## src/rtl/cpu_divider_ctrl.sv

```systemverilog
// Sequential radix-2 restoring divider with control FSM.
// A single run yields both quotient and remainder for DIV and MOD ops.
//
// state | meaning
// IDLE  | waiting for start
// BUSY  | one shift/subtract step per cycle, WIDTH cycles
// FIXUP | apply result signs for signed operations
// DONE  | results valid and held; start launches the next op
module cpu_divider_ctrl #(
  parameter int WIDTH = 32,
  parameter int CNT_W = 6
) (
  input  logic             clock,
  input  logic             reset,
  input  logic             start,
  input  logic             is_signed,
  input  logic [WIDTH-1:0] numer,
  input  logic [WIDTH-1:0] denom,
  input  logic             abort,
  output logic             busy,
  output logic             done,
  output logic [WIDTH-1:0] quotient,
  output logic [WIDTH-1:0] remainder
);

  typedef enum logic [1:0] {IDLE, BUSY, FIXUP, DONE} state_t;

  state_t           state;
  logic [CNT_W-1:0] count;
  logic [WIDTH-1:0] acc_rem;
  logic [WIDTH-1:0] acc_quo;
  logic [WIDTH-1:0] dabs;
  logic             neg_q;
  logic             neg_r;

  logic             n_neg;
  logic             d_neg;
  logic [WIDTH-1:0] n_abs;
  logic [WIDTH-1:0] d_abs;
  logic [WIDTH:0]   rem_sh;
  logic [WIDTH:0]   trial;
  logic             ge;

  always_comb begin
    n_neg  = is_signed & numer[WIDTH-1];
    d_neg  = is_signed & denom[WIDTH-1];
    n_abs  = n_neg ? -numer : numer;
    d_abs  = d_neg ? -denom : denom;
    // one extra bit so the trial subtraction can never overflow
    rem_sh = {acc_rem, acc_quo[WIDTH-1]};
    trial  = rem_sh - {1'b0, dabs};
    ge     = (rem_sh >= {1'b0, dabs});
  end

  always_ff @(posedge clock or posedge reset) begin
    if (reset) begin
      state     <= IDLE;
      busy      <= 1'b0;
      done      <= 1'b0;
      quotient  <= '0;
      remainder <= '0;
      count     <= '0;
      acc_rem   <= '0;
      acc_quo   <= '0;
      dabs      <= '0;
      neg_q     <= 1'b0;
      neg_r     <= 1'b0;
    end else if (abort) begin
      state <= IDLE;
      busy  <= 1'b0;
      done  <= 1'b0;
    end else begin
      case (state)
        IDLE, DONE: begin
          if (start) begin
            count   <= '0;
            neg_q   <= n_neg ^ d_neg;
            neg_r   <= n_neg;
            dabs    <= d_abs;
            acc_rem <= '0;
            acc_quo <= n_abs;
            if (denom == '0) begin
              quotient  <= '1;
              remainder <= numer;
              state     <= DONE;
              busy      <= 1'b0;
              done      <= 1'b1;
            end else begin
              state <= BUSY;
              busy  <= 1'b1;
              done  <= 1'b0;
            end
          end
        end
        BUSY: begin
          acc_rem <= ge ? trial[WIDTH-1:0] : rem_sh[WIDTH-1:0];
          acc_quo <= {acc_quo[WIDTH-2:0], ge};
          count   <= count + 1'b1;
          if (count == CNT_W'(WIDTH - 1)) state <= FIXUP;
        end
        FIXUP: begin
          quotient  <= neg_q ? -acc_quo : acc_quo;
          remainder <= neg_r ? -acc_rem : acc_rem;
          state     <= DONE;
          busy      <= 1'b0;
          done      <= 1'b1;
        end
        default: begin
          state <= IDLE;
          busy  <= 1'b0;
          done  <= 1'b0;
        end
      endcase
    end
  end

endmodule

```

## config.mk

```make
export PLATFORM = sky130hd
export DESIGN_NAME = cpu_divider_ctrl
export DESIGN_NICKNAME = d
export VERILOG_FILES = /design/src/rtl/cpu_divider_ctrl.sv
export SDC_FILE = /design/constraint.sdc
export NUM_CORES = 1
export LEC_CHECK = 0
export ABC_AREA = 1
export BUFFER_PORTS_ARGS = -buffer_cell sky130_fd_sc_hd__clkbuf_2
export CAP_MARGIN = 5
export CORE_ASPECT_RATIO = 1.5
export CORE_MARGIN = 2
export CORE_UTILIZATION = 65
export CTS_BUF_LIST = sky130_fd_sc_hd__clkbuf_4
export CTS_CLUSTER_SIZE = 12
export DETAILED_ROUTE_END_ITERATION = 6
export PLACE_DENSITY = 0.87
export RECOVER_POWER = 25
export SETUP_SLACK_MARGIN = 0.3
export SYNTH_ARGS = -nofsm -noshare
export SYNTH_HDL_FRONTEND = slang
export SYNTH_SLANG_ARGS = --single-unit
export TNS_END_PERCENT = 20
```

## constraint.sdc

```tcl
create_clock -name clock -period 9.81 [get_ports clock]
set_input_delay 0.4905 -clock clock [delete_from_list [all_inputs] [get_ports clock]]
set_output_delay 0.4905 -clock clock [all_outputs]
set_load 0.05 [all_outputs]
```

=== After elaboration in Yosys (flattened, before gate mapping) ===
Index checks and enable logic that the tools add are counted.

* Bits in registers: 172
* Bits in latches: 0
* RAM bits: 0
* Bits in read-only memories: 0
* Input port bits: 69
* Logic and storage cells: 71
* Memories kept: 0

* Add/sub/neg operators: 6
* Multiply operators: 0
* Div/mod/pow operators: 0
* Magnitude comparators: 1
* Equal/unequal tests: 8
* Shift operators: 0
* Muxes and demuxes: 30
* Bitwise gates (word level): 4
* Reductions and logical operators: 11

{| class="wikitable"
|+ Operators with widths
! kind !! number
|-
| two-way mux 32 bit || 11
|-
| one-hot mux 32 bit (2 select lines) || 4
|-
| negator 32 bit || 4
|-
| >= comparator 33 x 32 -> 1 bit || 1
|-
| logical NOT 32 bit || 1
|-
| subtractor 32 bit || 1
|-
| one-hot mux 6 bit (2 select lines) || 1
|-
| two-way mux 2 bit || 4
|-
| adder 6 x 1 -> 6 bit (second input constant) || 1
|-
| equality test 6 x 5 -> 1 bit (second input constant) || 1
|-
| two-way mux 1 bit || 6
|-
| two-way mux 6 bit || 1
|-
| != test 3 bit (second input constant) || 2
|-
| one-hot mux 2 bit (3 select lines) || 1
|-
| AND reduction 3 bit || 2
|-
| equality test 2 bit (second input constant) || 2
|-
| != test 2 bit (second input constant) || 2
|-
| one-hot mux 1 bit (2 select lines) || 2
|-
| AND reduction 2 bit || 2
|-
| AND reduction 4 bit || 1
|-
| nonzero test 2 bit || 2
|-
| nonzero test 3 bit || 1
|-
| bitwise AND 1 bit || 2
|-
| equality test 2 x 1 -> 1 bit (second input constant) || 1
|-
| other kinds (4) || 4
|}

=== Longest topological paths before layout ===
* Word-level depth: 5
* Gate-level depth with buffers: 16

=== Least setup slack after synthesis ===
Ideal clock, no wire load.

* Path type: reg2reg
* Start point: register acc_rem[6]
* End point: register acc_rem[10]
* Library setup time: 0.117 ns
* Arrival: 1.870 ns
* Slack: 7.823 ns
* Stages on the path, launching flop included: 15
* Path buffers: 1
* Period minus slack after synthesis: 1.987 ns
* Cell sequence: dfrtp_1 -> ha_1 -> nand2_1 -> inv_1 -> nand2_1 -> nand2_1 -> inv_1 -> nand3_1 -> nand2_1 -> nand2_2 -> nand2_4 -> buf_2 -> nand3b_1 -> nand3_1 -> nand2_1

* Word-level cells in the longest chain between the ends: 3

{| class="wikitable"
|+ Ends and longest elaborated chain
! what !! RTL line !! RTL
|-
| start, declared || 30 || <nowiki>logic [WIDTH-1:0] acc_rem;</nowiki>
|-
| start signal, assigned || 96 || <nowiki>acc_rem <= ge ? trial[WIDTH-1:0] : rem_sh[WIDTH-1:0];</nowiki>
|-
| subtractor 32 bit / >= comparator 33 x 32 -> 1 bit (equally long branches) || 51, 52 ||
|-
| two-way mux 32 bit (*) || 96 ||
|-
| one-hot mux 32 bit (2 select lines) (*) || 73 || <nowiki>case (state)</nowiki>
|}

Every way passes the cells marked *; elsewhere a longest branch is shown, timed or not.
A chain may end at the register's enable or synchronous reset.

=== Final worst setup path ===
* Start point: register state[0]
* End point: register neg_q

* Word-level cells in the longest chain between the ends: 3

{| class="wikitable"
|+ Ends and longest elaborated chain
! what !! RTL line !! RTL
|-
| start, declared || 28 || <nowiki>state_t state;</nowiki>
|-
| start signal, assigned || 57 || <nowiki>state <= IDLE;</nowiki>
|-
| start signal, assigned || 69 || <nowiki>state <= IDLE;</nowiki>
|-
| start signal, assigned || 85 || <nowiki>state <= DONE;</nowiki>
|-
| equality test 2 bit / logical NOT 2 bit (equally long branches) || 73 ||
|-
| OR reduction 2 bit (*) || 73 ||
|-
| AND reduction 3 bit (no line) (*) || -- ||
|-
| end signal, assigned || 77 || <nowiki>neg_q <= n_neg ^ d_neg;</nowiki>
|-
| end, declared || 33 || <nowiki>logic neg_q;</nowiki>
|}

Marked as above.

==> flow_summary.json <==
{
  "portBuffers": 134,
  "tns_ns": 0,
  "dieArea_um2": 22000,
  "vias": 14172,
  "synth_top_cell_area_share": 0.319,
  "drc": 0,
  "slew_viol_final": 134,
  "syn_avg_cell_area_um2": 6.42,
  "drt-total-wl_mm": 40.2,
  "p_per_area_nw_per_um2": 266,
  "maxCapViolCount": 2,
  "antenna_found_initial": 1,
  "drt_iter0_drc": 1048,
  "syn_to_final_growth_pct": 7.37,
  "cts_buffers": 17,
  "relSlewSlack": -1.73,
  "cts_resized": 0,
  "core_um2": 20400,
  "cp_max_fo": 38,
  "ant_nets": 0,
  "clock_sinks": 172,
  "grt_max_degree": 95,
  "clkLatencyLatePin_ns": 0.63,
  "finalSetupViolations": 0,
  "postCtsHoldBufs": 0,
  "h-tree-depth": 4,
  "setup_slack_ns": 5.82,
  "worst_pin_slew_ns": 4.08,
  "status": "finished, violations left",
  "worstPathArrival_ns": 4.47,
  "synthCells": 2103,
  "p_int_uw": 1740,
  "grt_usage": 0.375,
  "netlist_area_um2": 13500,
  "swShare": 0.548,
  "grt_pass1_vias": 13821,
  "async_reset_ff_frac": 1.00,
  "post-cts-setup-buffers": 0,
  "seq_area_frac_synth": 0.319,
  "critical_path_class": "reg2reg",
  "dr.pass1.iters": 6,
  "path_clk_slew_ns": 0.16,
  "pwr-share-clk": 0.110,
  "syn_nets": 2212,
  "ios": 135,
  "place_congestion": 0.975,
  "synth_edf_count": 0,
  "initial_utilization": 0.662,
  "synth_area_leaders": "dfrtp_1, nand2_1, inv_1",
  "hp-class": "in2reg",
  "cts_tree": "done",
  "cts_root_buffer": "clkbuf_4",
  "switchingPower_uw": 2110,
  "period_minus_slack_ns": 3.99,
  "die_w_um": 122,
  "violations": "capacitance limit, slew limit",
  "ys_warn_count": 0,
  "hold_viol": 0,
  "fmaxAchievable_mhz": 251,
  "drive_above_1_share": 0.101,
  "wl_per_cell_um": 16.3,
  "cp_data_required_time_ns": 10.29,
  "finalClockSkew_ns": 0.0299,
  "cp-end-kind": "flop",
  "final_nets": 2304,
  "ys_ff_latch": 172,
  "rsz0062_at_grt": "no",
  "pwr-share-comb": 0.583,
  "detailedPlace.worstSlack_ns": 6.24,
  "ir_drop_mv": 0.136,
  "startpoint_type": "flop",
  "vias_per_cell": 5.73,
  "p_seq_frac": 0.307,
  "grt_overflow_total": 0,
  "power_leakage_uw": 0.00776,
  "hpwl_mm": 31.4,
  "ys.flop_type": "dfrtp_1",
  "yosysTopAreaCell": "dfrtp_1",
  "clock_path_buffers": 2,
  "finalCritPeriodShare": 0.406,
  "rows": 64,
  "synth.distinct_cells": 52,
  "grt_pass1_wl_mm": 65.2,
  "die_h_um": 181
}
## cells in the mapped netlist (all sizes together), types with 4 or more instances
library cell	count
a31oi	29
o31ai	6
dfrtp	172
a21oi	78
buf	32
clkbuf	39
nand3b	18
xnor2	18
ha	39
xor2	38
o221ai	12
nor3	22
nor2	232
o21bai	4
or2	8
nand2	660
o22ai	8
nand4	26
a22oi	20
inv	287
o21ai	109
o211ai	11
nor4	6
nand3	212
## through the flow
step / instances / utilization / hold slack, ns / cell area (um^2) / power (uW)
floorplan: 2103 / - / 0.449 / 13500 / 2860
global placement: 2440 / 0.698 / 0.462 / 14200 / 3360
detailed placement: 2440 / 0.698 / 0.467 / 14200 / 3420
CTS: 2472 / 0.711 / 0.0418 / 14500 / 3830
global route: 2473 / 0.710 / 0.133 / 14500 / 4140
finish: 2473 / 0.710 / 0.137 / 14500 / 3850
## power groups by stage
stage | clock [uW] | combinational (uW) | sequential, uW
after floorplan | 0 | 1280 | 1580
after global placement | 0 | 2170 | 1180
after detailed placement | 0 | 2220 | 1190
after CTS | 424 | 2230 | 1180
after global routing | 455 | 2470 | 1220
final | 424 | 2250 | 1180
## per-layer routing
layer | track usage | part of all wire | up-vias | wire [um]
met5 | 0 | 0 | - | 0
met4 | 0.286 | 0.083 | 0 | 3320
met3 | 0.0500 | 0.050 | 177 | 2020
li1 | - | - | 6984 | -
met2 | 0.681 | 0.52 | 568 | 20700
met1 | 0.378 | 0.35 | 6443 | 14100
## worst max-delay path, stage by stage, from the launching register on
cell and delay (ns):
dfrtp_1 0.38, inv_1 0.07, ha_2 0.35, inv_1 0.06
nor3_1 0.18, clkbuf_1 1.28, inv_1 1.02, a21oi_1 0.37
a22oi_1 0.10
## registers in the layout, indices dropped and copies added, names as in the netlist, 2 cells and up
| register | cells |
|---|---|
| dabs | 32 |
| remainder | 32 |
| acc_quo | 32 |
| count | 6 |
| state | 2 |
| acc_rem | 32 |
| quotient | 32 |
## placed cells by master (no fill, tap or decap), types with 3 or more instances in the layout
cell / synthesis / layout
nand2_1: 652 / 651
inv_1: 283 / 282
nor2_1: 215 / 215
nand3_1: 204 / 204
dfrtp_1: 172 / 172
clkbuf_2: 0 / 129
o21ai_0: 100 / 100
a21oi_1: 78 / 78
xor2_1: 38 / 38
ha_1: 39 / 38
a31oi_1: 29 / 29
nand4_1: 26 / 26
nor3_1: 20 / 20
a22oi_1: 20 / 20
nand3b_1: 18 / 18
xnor2_1: 18 / 18
clkbuf_4: 0 / 18
nor2_2: 14 / 13
o221ai_1: 12 / 12
o211ai_1: 11 / 11
buf_4: 4 / 9
nand3_2: 8 / 8
o21ai_1: 8 / 8
o22ai_1: 8 / 8
nand2_2: 6 / 7
or2_2: 7 / 7
o31ai_1: 6 / 6
nor4_1: 6 / 6
clkbuf_1: 39 / 6
inv_2: 4 / 4
clkinv_2: 1 / 4
o21bai_1: 4 / 4
inv_6: 0 / 4
nor2_4: 2 / 3
clkinv_1: 1 / 3
## cell type report
type                       count  area [um^2]
tap                          264          330
clock buffer                  18          135
multi-input combinational   1571         7770
fill                        1851         5910
sequential                   172         4300
timing repair buffer         144          736
antenna                        1         2.50
clock inverter                14          143
inverter                     289         1090
## path summary, 6_finish.rpt
path	cells after the start	end	from	slack, ns
setup reg to reg	8	neg_q	state[0]	5.82
setup / recovery	8	neg_q	state[0]	5.82
min in group asynchronous	2	remainder[0]	reset	1.06
hold / removal	3	dabs[26]	denom[26]	0.14
max in group asynchronous	3	remainder[31]	reset	6.45
hold reg to reg	2	quotient[26]	quotient[26]	0.50
## logic make-up (layout without fill, tap and decap cells)
kind of cell | Yosys count | in the layout | share of synthesized area
AO/OA/AOI/OAI | 287 | 287 | 0.124
XOR/XNOR | 56 | 56 | 0.0363
adder cells (fa/ha/maj) | 40 | 40 | 0.0376
buffers and inverters | 360 | 465 | 0.107
flip-flops | 172 | 172 | 0.319
other | 0 | 1 | 0
AND/OR/NAND/NOR | 1188 | 1188 | 0.376
Power figures use the tool's default switching activity.
